$ cat config.mk
export PLATFORM = sky130hd
export DESIGN_NAME = instr_fetch_unit
export DESIGN_NICKNAME = d
export VERILOG_FILES = /design/src/rtl/fetch_pkg.sv /design/src/rtl/fetch_wait_timer.sv /design/src/rtl/instr_fetch_unit.sv
export SDC_FILE = /design/constraint.sdc
export NUM_CORES = 1
export LEC_CHECK = 0
export ABC_AREA = 1
export ABC_CLOCK_PERIOD_IN_PS = 3100
export CORE_MARGIN = 1
export CORE_UTILIZATION = 30
export DETAILED_ROUTE_END_ITERATION = 8
export GPL_TIMING_DRIVEN = 0
export PLACE_DENSITY_LB_ADDON = 0.3
export SLEW_MARGIN = 20
export SYNTH_ARGS = -nofsm -noshare
export SYNTH_HDL_FRONTEND = slang
export SYNTH_SLANG_ARGS = --single-unit
$ cat constraint.sdc
create_clock -name clk -period 3.1 [get_ports clk]
set_clock_uncertainty 0.05 [all_clocks]
set_input_delay 0.62 -clock clk [delete_from_list [all_inputs] [get_ports clk]]
set_output_delay 0.62 -clock clk [all_outputs]
set_load 0.1 [all_outputs]
$ cat src/rtl/fetch_pkg.sv
// Shared types and defaults for the instruction fetch unit.
package fetch_pkg;

  localparam int DEF_ADDR_W   = 8;
  localparam int DEF_INSTR_W  = 16;
  localparam int DEF_MAX_WAIT = 15;

  // Counter width able to hold 0..max_wait; never narrower than one bit.
  function automatic int wait_width(input int max_wait);
    return (max_wait < 1) ? 1 : $clog2(max_wait + 1);
  endfunction

  localparam int WAIT_W = wait_width(DEF_MAX_WAIT);

  typedef enum logic [1:0] {
    IDLE = 2'd0,
    REQ  = 2'd1,
    ERR  = 2'd2
  } fetch_state_e;

endpackage

$ cat src/rtl/fetch_wait_timer.sv
// Clear/enable up-counter measuring how long a memory request has been open.
module fetch_wait_timer #(
  parameter int CNT_W   = 4,
  parameter int MAX_CNT = 15
) (
  input  logic             clk,
  input  logic             reset,
  input  logic             clr_i,
  input  logic             en_i,
  output logic [CNT_W-1:0] cnt_o,
  output logic             tc_o
);

  localparam logic [CNT_W-1:0] TC_VAL = CNT_W'(MAX_CNT);

  logic [CNT_W-1:0] cnt_q;

  // Count request cycles; clear wins over enable.
  always_ff @(posedge clk) begin
    if (!reset)     cnt_q <= '0;
    else if (clr_i) cnt_q <= '0;
    else if (en_i)  cnt_q <= cnt_q + 1'b1;
  end

  assign cnt_o = cnt_q;
  assign tc_o  = (cnt_q == TC_VAL);

endmodule

$ cat src/rtl/instr_fetch_unit.sv
// Fetch unit: req/ack read of instruction memory into a single-entry IR.
//
// state | meaning
// IDLE  | no request open; may start a fetch when the IR is free
// REQ   | mem_req high, waiting for mem_ack (bounded by MAX_WAIT)
// ERR   | memory timed out; absorbing until reset
module instr_fetch_unit
  import fetch_pkg::*;
#(
  parameter int ADDR_W   = DEF_ADDR_W,
  parameter int INSTR_W  = DEF_INSTR_W,
  parameter int MAX_WAIT = DEF_MAX_WAIT
) (
  input  logic               clk,
  input  logic               reset,
  input  logic [ADDR_W-1:0]  pc_in,
  input  logic               fetch_en,
  input  logic               flush,
  output logic [ADDR_W-1:0]  mem_addr,
  output logic               mem_req,
  input  logic               mem_ack,
  input  logic [INSTR_W-1:0] mem_rdata,
  output logic [INSTR_W-1:0] ir_out,
  output logic [ADDR_W-1:0]  ir_pc,
  output logic               ir_valid,
  input  logic               ir_ready,
  output logic               pc_inc,
  output logic               fetch_err
);

  localparam int CNT_W = wait_width(MAX_WAIT);

  fetch_state_e       state_q, state_d;
  logic [ADDR_W-1:0]  mem_addr_q, mem_addr_d;
  logic               mem_req_q, mem_req_d;
  logic [INSTR_W-1:0] ir_out_q, ir_out_d;
  logic [ADDR_W-1:0]  ir_pc_q, ir_pc_d;
  logic               ir_valid_q, ir_valid_d;
  logic               pc_inc_q, pc_inc_d;
  logic               fetch_err_q, fetch_err_d;
  logic               discard_q, discard_d;

  logic               tmr_clr, tmr_en, tmr_tc;
  logic [CNT_W-1:0]   wait_cnt;

  fetch_wait_timer #(
    .CNT_W   (CNT_W),
    .MAX_CNT (MAX_WAIT)
  ) u_wait_timer (
    .clk   (clk),
    .reset (reset),
    .clr_i (tmr_clr),
    .en_i  (tmr_en),
    .cnt_o (wait_cnt),
    .tc_o  (tmr_tc)
  );

  // State and output registers; reset clears everything, even mid-request.
  always_ff @(posedge clk) begin
    if (!reset) begin
      state_q     <= IDLE;
      mem_addr_q  <= '0;
      mem_req_q   <= 1'b0;
      ir_out_q    <= '0;
      ir_pc_q     <= '0;
      ir_valid_q  <= 1'b0;
      pc_inc_q    <= 1'b0;
      fetch_err_q <= 1'b0;
      discard_q   <= 1'b0;
    end else begin
      state_q     <= state_d;
      mem_addr_q  <= mem_addr_d;
      mem_req_q   <= mem_req_d;
      ir_out_q    <= ir_out_d;
      ir_pc_q     <= ir_pc_d;
      ir_valid_q  <= ir_valid_d;
      pc_inc_q    <= pc_inc_d;
      fetch_err_q <= fetch_err_d;
      discard_q   <= discard_d;
    end
  end

  // Next-state: fetch start, ack/timeout handling, IR consume and flush.
  always_comb begin
    state_d     = state_q;
    mem_addr_d  = mem_addr_q;
    mem_req_d   = mem_req_q;
    ir_out_d    = ir_out_q;
    ir_pc_d     = ir_pc_q;
    ir_valid_d  = ir_valid_q;
    pc_inc_d    = 1'b0;
    fetch_err_d = fetch_err_q;
    discard_d   = discard_q;
    tmr_clr     = 1'b0;
    tmr_en      = 1'b0;

    case (state_q)
      IDLE: begin
        if (ir_valid_q && ir_ready) ir_valid_d = 1'b0;
        if (fetch_en && !flush && (!ir_valid_q || ir_ready)) begin
          mem_addr_d = pc_in;
          mem_req_d  = 1'b1;
          tmr_clr    = 1'b1;
          state_d    = REQ;
        end
        if (flush) ir_valid_d = 1'b0;
      end
      REQ: begin
        if (ir_valid_q && ir_ready) ir_valid_d = 1'b0;
        if (mem_ack) begin
          mem_req_d = 1'b0;
          state_d   = IDLE;
          if (!discard_q && !flush) begin
            ir_out_d   = mem_rdata;
            ir_pc_d    = mem_addr_q;
            ir_valid_d = 1'b1;
            pc_inc_d   = 1'b1;
          end else begin
            discard_d = 1'b0;
          end
        end else begin
          if (tmr_tc) begin
            mem_req_d   = 1'b0;
            fetch_err_d = 1'b1;
            state_d     = ERR;
          end else begin
            tmr_en = 1'b1;
          end
          // The response to this request is still owed; mark it for drop.
          if (flush) discard_d = 1'b1;
        end
        if (flush) ir_valid_d = 1'b0;
      end
      ERR: begin
        mem_req_d   = 1'b0;
        fetch_err_d = 1'b1;
      end
      default: state_d = IDLE;
    endcase
  end

  assign mem_addr  = mem_addr_q;
  assign mem_req   = mem_req_q;
  assign ir_out    = ir_out_q;
  assign ir_pc     = ir_pc_q;
  assign ir_valid  = ir_valid_q;
  assign pc_inc    = pc_inc_q;
  assign fetch_err = fetch_err_q;

endmodule

==> run_results.csv, run 1 <==
group,metric,value,unit
place,dp_hpwl,2.83,mm
sta,tightest_slew,0.995,ns
synthesis,yosys.area.top_type,"dfxtp_1",
sta,grt_setup_unrepaired,"false",
cells_and_area,fin_area,2470,um2
place,gp_congestion,0.746,
drt,drc,0,
grt,grt_max_degree,13,
worst_setup_path,cp-start-kind,"register",
synthesis,netlist_top_cells_count,"dfxtp_1, nor2_1, o21ai_0",
clock_tree,cts_made_buffers,5,
worst_setup_path,r2r_cells,8,
synthesis,seq_area_frac_synth,51.7,%
worst_setup_path,slowest_delay,1.14,ns
floorplan,row_count,26,
synthesis,synth_nets,238,
pwr,p_per_area,689,nW/um2
clock_tree,cts_hold_buf,0,
worst_setup_path,cp-startpoint,"ir_valid$_SDFFE_PN0P_",
synthesis,syn_area_per_cell,8.16,um2
synthesis,synth_area,1660,um2
synthesis,synth.distinct_cells,25,
synthesis,synth_flop_cell,"dfxtp_1",
clock_tree,clockRootBuffer,"clkbuf_8",
worst_setup_path,cp.required,2.43,ns
synthesis,synth-seq-cells,43,
worst_setup_path,crit_chain,"clkdlybuf4s50_1",
cells_and_area,fin_nets,309,
worst_setup_path,crit_family,"buffers and inverters",
drt,ant_nets,0,
worst_setup_path,worstPathArrival,1.77,ns
sta,layout_min_cycle_time,2.44,ns
pwr,p_total,1.71,mW
cells_and_area,syn2layout_area_growth,48.6,%
pwr,swShare,43.2,%
synthesis,synth.most_common_cell,"dfxtp_1",
floorplan,fp.dieH,76.5,um
clock_tree,clock-sinks,43,
pwr,clkPwrFrac,19.5,%
floorplan,die-area,5850,um2
grt,grt.total_usage,14.2,%
clock_tree,worstSkewPairLatency,0.28,ns
worst_setup_path,reg2reg_slack,1.42,ns
sta,final-setup-viol-count,0,
cells_and_area,layout-drive-gt1-share,7.97,%
clock_tree,cts_setup_buffers,0,
pwr,ir_drop,346,uV
sta,holdWs,0.420,ns
synthesis,synth_top_area_share,51.7,%
drt,vias_per_cell,4.49,
place,dp_slack,0.950,ns
cells_and_area,n_antenna_cell,0,
grt,grt_pass1_wl,6.62,mm
worst_setup_path,worstReg2RegStart,"state_q[1]$_SDFFE_PN0P_",
drt,wl,3.81,mm
floorplan,fp.dieW,76.5,um
drt,vias,1552,
sta,hold_violations,0,
sta,layout_setup_ws,0.655,ns
worst_setup_path,endpoint,"ir_valid",
clock_tree,cts_tree,"done",
outcome,status,"complete, no violations",
hold_path,min_path_type,"register to register",
pwr,p_int,0.969,mW
sta,maxSlewHeadroom,33.5,%
place,port_buffers,64,
worst_setup_path,cpMaxStageDelayCell,"clkdlybuf4s50_1",
pwr,switchingPower,0.736,mW
worst_setup_path,worstSetupPathDepth,1,
grt,grt_overflow,0,
grt,antenna_found_initial,0,
pwr,power.leakage,0.942,nW
drt,drt_first_pass_iters,4,
sta,finalMaxSlewViolations,0,
synthesis,ys_async_sr_fraction,0,%
worst_setup_path,cp_max_fo,3,
worst_setup_path,crit_type,"register to output port",
clock_tree,clockBufferDepth,2,
synthesis,synth_edf_count,0,
pwr,pwr-share-comb,42.4,%
worst_setup_path,crit_buf_inv,1,
clock_tree,clkTransAtPathRegs,0.08,ns
cells_and_area,final_util,47.2,%
worst_setup_path,rr_endpoint,"ir_out[8]$_SDFFE_PN0P_",
synthesis,syn-instance-count,204,
hold_path,whs_path_depth,2,
clock_tree,h-tree-depth,2,
synthesis,ys_warn_count,0,
grt,first_global_vias,1449,
place,detailed_place.area,2390,um2
cells_and_area,fin_cells,346,
floorplan,initial_core_util,31.8,%
synthesis,synth.area.top_cells,"dfxtp_1, o21ai_0, nor2_1, a21oi_1, inv_1",
drt,dr.first_iter.drc_count,62,
worst_setup_path,setup.worst_path.end_class,"output port",
sta,finalSetupTns,0,ns
sta,min_period_over_period,78.9,%
clock_tree,postCtsResizedCells,0,
flow_run,maxCapViolations,0,
pwr,p_seq_share,38.0,%
floorplan,core-area,5240,um2
place,dp.cells,338,
drt,routedWlPerCell,11.0,um
floorplan,boundaryPins,66,
sta,clock.fmax,409,MHz
## worst min-delay path by stage
stage | slack (ns) | start | endpoint
floorplan | 0.41 | state_q[0]$_SDFFE_PN0P_ | state_q[0]$_SDFFE_PN0P_
global placement | 0.41 | mem_addr[1]$_SDFFE_PN0P_ | mem_addr[1]$_SDFFE_PN0P_
detailed placement | 0.41 | mem_addr[6]$_SDFFE_PN0P_ | mem_addr[6]$_SDFFE_PN0P_
CTS | 0.42 | mem_addr[4]$_SDFFE_PN0P_ | ir_pc[4]$_SDFFE_PN0P_
global route | 0.44 | mem_addr[0]$_SDFFE_PN0P_ | mem_addr[0]$_SDFFE_PN0P_
finish | 0.42 | mem_addr[4]$_SDFFE_PN0P_ | mem_addr[4]$_SDFFE_PN0P_
## registers in the layout, summed over array words and instances, names as in the netlist
| register | flops |
|---|---|
| discard_q | 1 |
| ir_out | 16 |
| mem_addr | 8 |
| ir_valid | 1 |
| fetch_err | 1 |
| state_q | 2 |
| u_wait_timer.cnt_o | 4 |
| mem_req | 1 |
| ir_pc | 8 |
| pc_inc | 1 |
## cell usage in the layout (no fill, tap or decap), types with 2 or more instances in the layout
| cell type | n |
|---|---|
| nand4_1 | 2 |
| buf_4 | 3 |
| o211ai_1 | 2 |
| nor2_1 | 39 |
| ha_1 | 4 |
| dfxtp_1 | 43 |
| o21ai_0 | 32 |
| nand2_2 | 2 |
| clkdlybuf4s50_1 | 64 |
| inv_1 | 18 |
| clkbuf_8 | 5 |
| clkbuf_1 | 6 |
| buf_6 | 2 |
| nand2_1 | 12 |
| inv_2 | 3 |
| nor2_4 | 2 |
| nand3_1 | 5 |
| a21oi_1 | 22 |
## cell type report
class | count | area, um2
fill | 535 | 2760
sequential | 43 | 861
multi-input combinational | 130 | 659
timing repair buffer | 64 | 641
tap | 70 | 87.6
inverter | 21 | 78.8
clock buffer | 7 | 76.3
buffer | 10 | 65.1
clock inverter | 1 | 5.00
## power by group through the flow
stage               Sequential [mW]  Combinational (mW)  Clock [mW]
detailed placement            0.661               0.726           0
global placement              0.661               0.721           0
floorplan                      1.02               0.191           0
CTS                           0.649               0.728       0.351
finish                        0.649               0.723       0.333
global route                  0.657               0.772       0.383
## kinds of logic (layout without fill, tap and decap cells)
logic type	after synthesis	in the layout	synth area share, %
DFF	43	43	51.7
and+or+nand+nor	66	66	17.5
adders and majority gates	4	4	3.01
AOI/OAI and AO/OA	58	58	18.0
xor gates and xnor gates	2	2	1.05
buffers and inverters	31	103	8.65
## metal layers
layer | GRT usage, % | wire, um | up-vias
li1 | - | - | 805
met1 | 17.8 | 1730 | 690
met2 | 23.6 | 1800 | 52
met3 | 4.43 | 238 | 5
met4 | 3.46 | 38 | 0
met5 | 0 | 0 | -
No activity file was read; power rests on OpenSTA's default activity.
==> run 2, diff against run 1 <==
ABC_CLOCK_PERIOD_IN_PS = 2020   (was 3100)
clock period = 2.02 ns   (was 3.1 ns; I/O delays follow)
==> run 2 against run 1 <==
  * Combinational power up 47%
  * Die area is the same
  * Non-clock buffer count did not move
  * Clock power is 54% higher
  * First-iteration DRC count is 9.7% lower
  * Utilization down 0.86 points
  * Sequential share of layout area up 0.65 points
  * Worst setup slack lost 0.58 ns
  * Critical path depth did not move
  * Sequential power is 53% higher
  * Critical path type unchanged
  * Critical endpoint is now ir_out[14]
  * Largest cell class unchanged
  * Highest routed layer unchanged
==> run_results.csv, run 2 (synthesis results as in run 1) <==
group,metric,value,unit
grt,first_global_vias,1447,
drt,vias,1539,
clock_tree,cts_made_buffers,5,
place,dp_hpwl,2.83,mm
drt,wl,3.82,mm
grt,grt_overflow,0,
worst_setup_path,slowest_delay,0.87,ns
clock_tree,cts_tree,"done",
clock_tree,clock-sinks,43,
clock_tree,h-tree-depth,2,
floorplan,die-area,5850,um2
worst_setup_path,cp.required,1.57,ns
sta,hold_violations,0,
cells_and_area,layout-drive-gt1-share,7.97,%
floorplan,initial_core_util,31.8,%
sta,maxSlewHeadroom,34.6,%
cells_and_area,syn2layout_area_growth,45.9,%
floorplan,row_count,26,
place,dp.cells,338,
worst_setup_path,crit_buf_inv,1,
worst_setup_path,setup.worst_path.end_class,"output port",
floorplan,fp.dieH,76.5,um
clock_tree,clkTransAtPathRegs,0.08,ns
cells_and_area,final_cell_mix,"dfxtp_1, nor2_1, dlygate4sd2_1",
clock_tree,clockRootBuffer,"clkbuf_8",
pwr,p_per_area,1050,nW/um2
cells_and_area,n_antenna_cell,0,
worst_setup_path,crit_type,"register to output port",
drt,vias_per_cell,4.45,
sta,finalSetupTns,0,ns
drt,ant_nets,0,
worst_setup_path,crit_chain,"dlygate4sd2_1",
sta,layout_min_cycle_time,1.95,ns
sta,final-setup-viol-count,0,
cells_and_area,largest_reg_flops,16,
worst_setup_path,cp-start-kind,"register",
worst_setup_path,crit_family,"buffers and inverters",
worst_setup_path,cp_max_fo,2,
drt,routedWlPerCell,11.0,um
sta,min_period_over_period,96.3,%
floorplan,fp.dieW,76.5,um
floorplan,core-area,5240,um2
sta,clock.fmax,514,MHz
place,dp_slack,0.0857,ns
flow_run,maxCapViolations,0,
sta,finalMaxSlewViolations,0,
worst_setup_path,cpMaxStageDelayCell,"dlygate4sd2_1",
place,port_buffers,64,
pwr,ir_drop,512,uV
grt,antenna_found_initial,0,
cells_and_area,ff_latch_area,861,um2
sta,layout_setup_ws,0.0742,ns
sta,grt_setup_unrepaired,"false",
worst_setup_path,worstPathArrival,1.49,ns
clock_tree,clockBufferDepth,2,
cells_and_area,fin_cells,346,
sta,tightest_slew,0.985,ns
drt,drc,0,
clock_tree,worstSkewPairLatency,0.29,ns
hold_path,min_path_type,"primary input to register",
grt,grt.total_usage,14.3,%
cells_and_area,multiInputGateArea,659,um2
pwr,power.leakage,1.10,nW
grt,grt_pass1_wl,6.67,mm
floorplan,boundaryPins,66,
grt,grt_max_degree,13,
drt,dr.first_iter.drc_count,56,
outcome,status,"complete, no violations",
place,gp_congestion,0.746,
cells_and_area,final_common_cell,"dfxtp_1",
drt,drt_first_pass_iters,4,
cells_and_area,nFillCells,552,
cells_and_area,fin_nets,309,
run 2: changes by cell type in the layout (fill, tap and decap cells not counted):
cell,delta
clkdlybuf4s50_1,-36
dlygate4sd2_1,+36
run 2: final timing paths:
kind / from / end / slack [ns] / depth (start not counted)
max: ir_out[14]$_SDFFE_PN0P_ / ir_out[14] / 0.07 / 1
min: reset / mem_addr[7]$_SDFFE_PN0P_ / 0.39 / 3
max reg2reg: state_q[1]$_SDFFE_PN0P_ / ir_out[8]$_SDFFE_PN0P_ / 0.34 / 8
min reg2reg: mem_addr[4]$_SDFFE_PN0P_ / ir_pc[4]$_SDFFE_PN0P_ / 0.42 / 2
run 2: layer usage:
| layer | vias up | track usage (%) | part of all wire [%] |
|---|---|---|---|
| met1 | 680 | 18.1 | 45 |
| met5 | - | 0 | 0 |
| met2 | 51 | 23.7 | 47 |
| met4 | 0 | 3.46 | 0.97 |
| li1 | 803 | - | - |
| met3 | 5 | 4.43 | 6.3 |
run 2: cell type report:
type                       count  area share (%)
tap                           70            3.61
sequential                    43            35.4
timing repair buffer          64            24.5
clock buffer                   7            3.14
buffer                        10            2.68
clock inverter                 1           0.206
multi-input combinational    130            27.2
inverter                      21            3.25
run 2: power by group:
group | total [mW] | internal (mW) | leakage [nW] | switching, mW
logic | 1.06 | 0.249 | 0.712 | 0.807
registers | 0.992 | 0.942 | 0.349 | 0.0500
clock network | 0.514 | 0.243 | 0.0422 | 0.271
total | 2.56 | 1.43 | 1.10 | 1.13
run 2: timing repair:
item | 4_1_cts | 5_1_grt
resized for setup | 36 | 0
endpoints found under the setup margin | 36 | 0
hold buffers | 0 | 0
setup buffers | 0 | 0
run 2: through the flow:
stage | power (mW) | area (um2) | hold WS (ns) | utilization, %
6_report | 2.56 | 2430 | 0.388 | 46.4
4_1_cts | 2.60 | 2430 | 0.377 | 46.4
5_1_grt | 2.73 | 2430 | 0.417 | 46.4
2_1_floorplan | 1.86 | 1660 | 0.407 | -
3_5_place_dp | 2.13 | 2390 | 0.413 | 45.7
3_3_place_gp | 2.12 | 2390 | 0.408 | 45.7
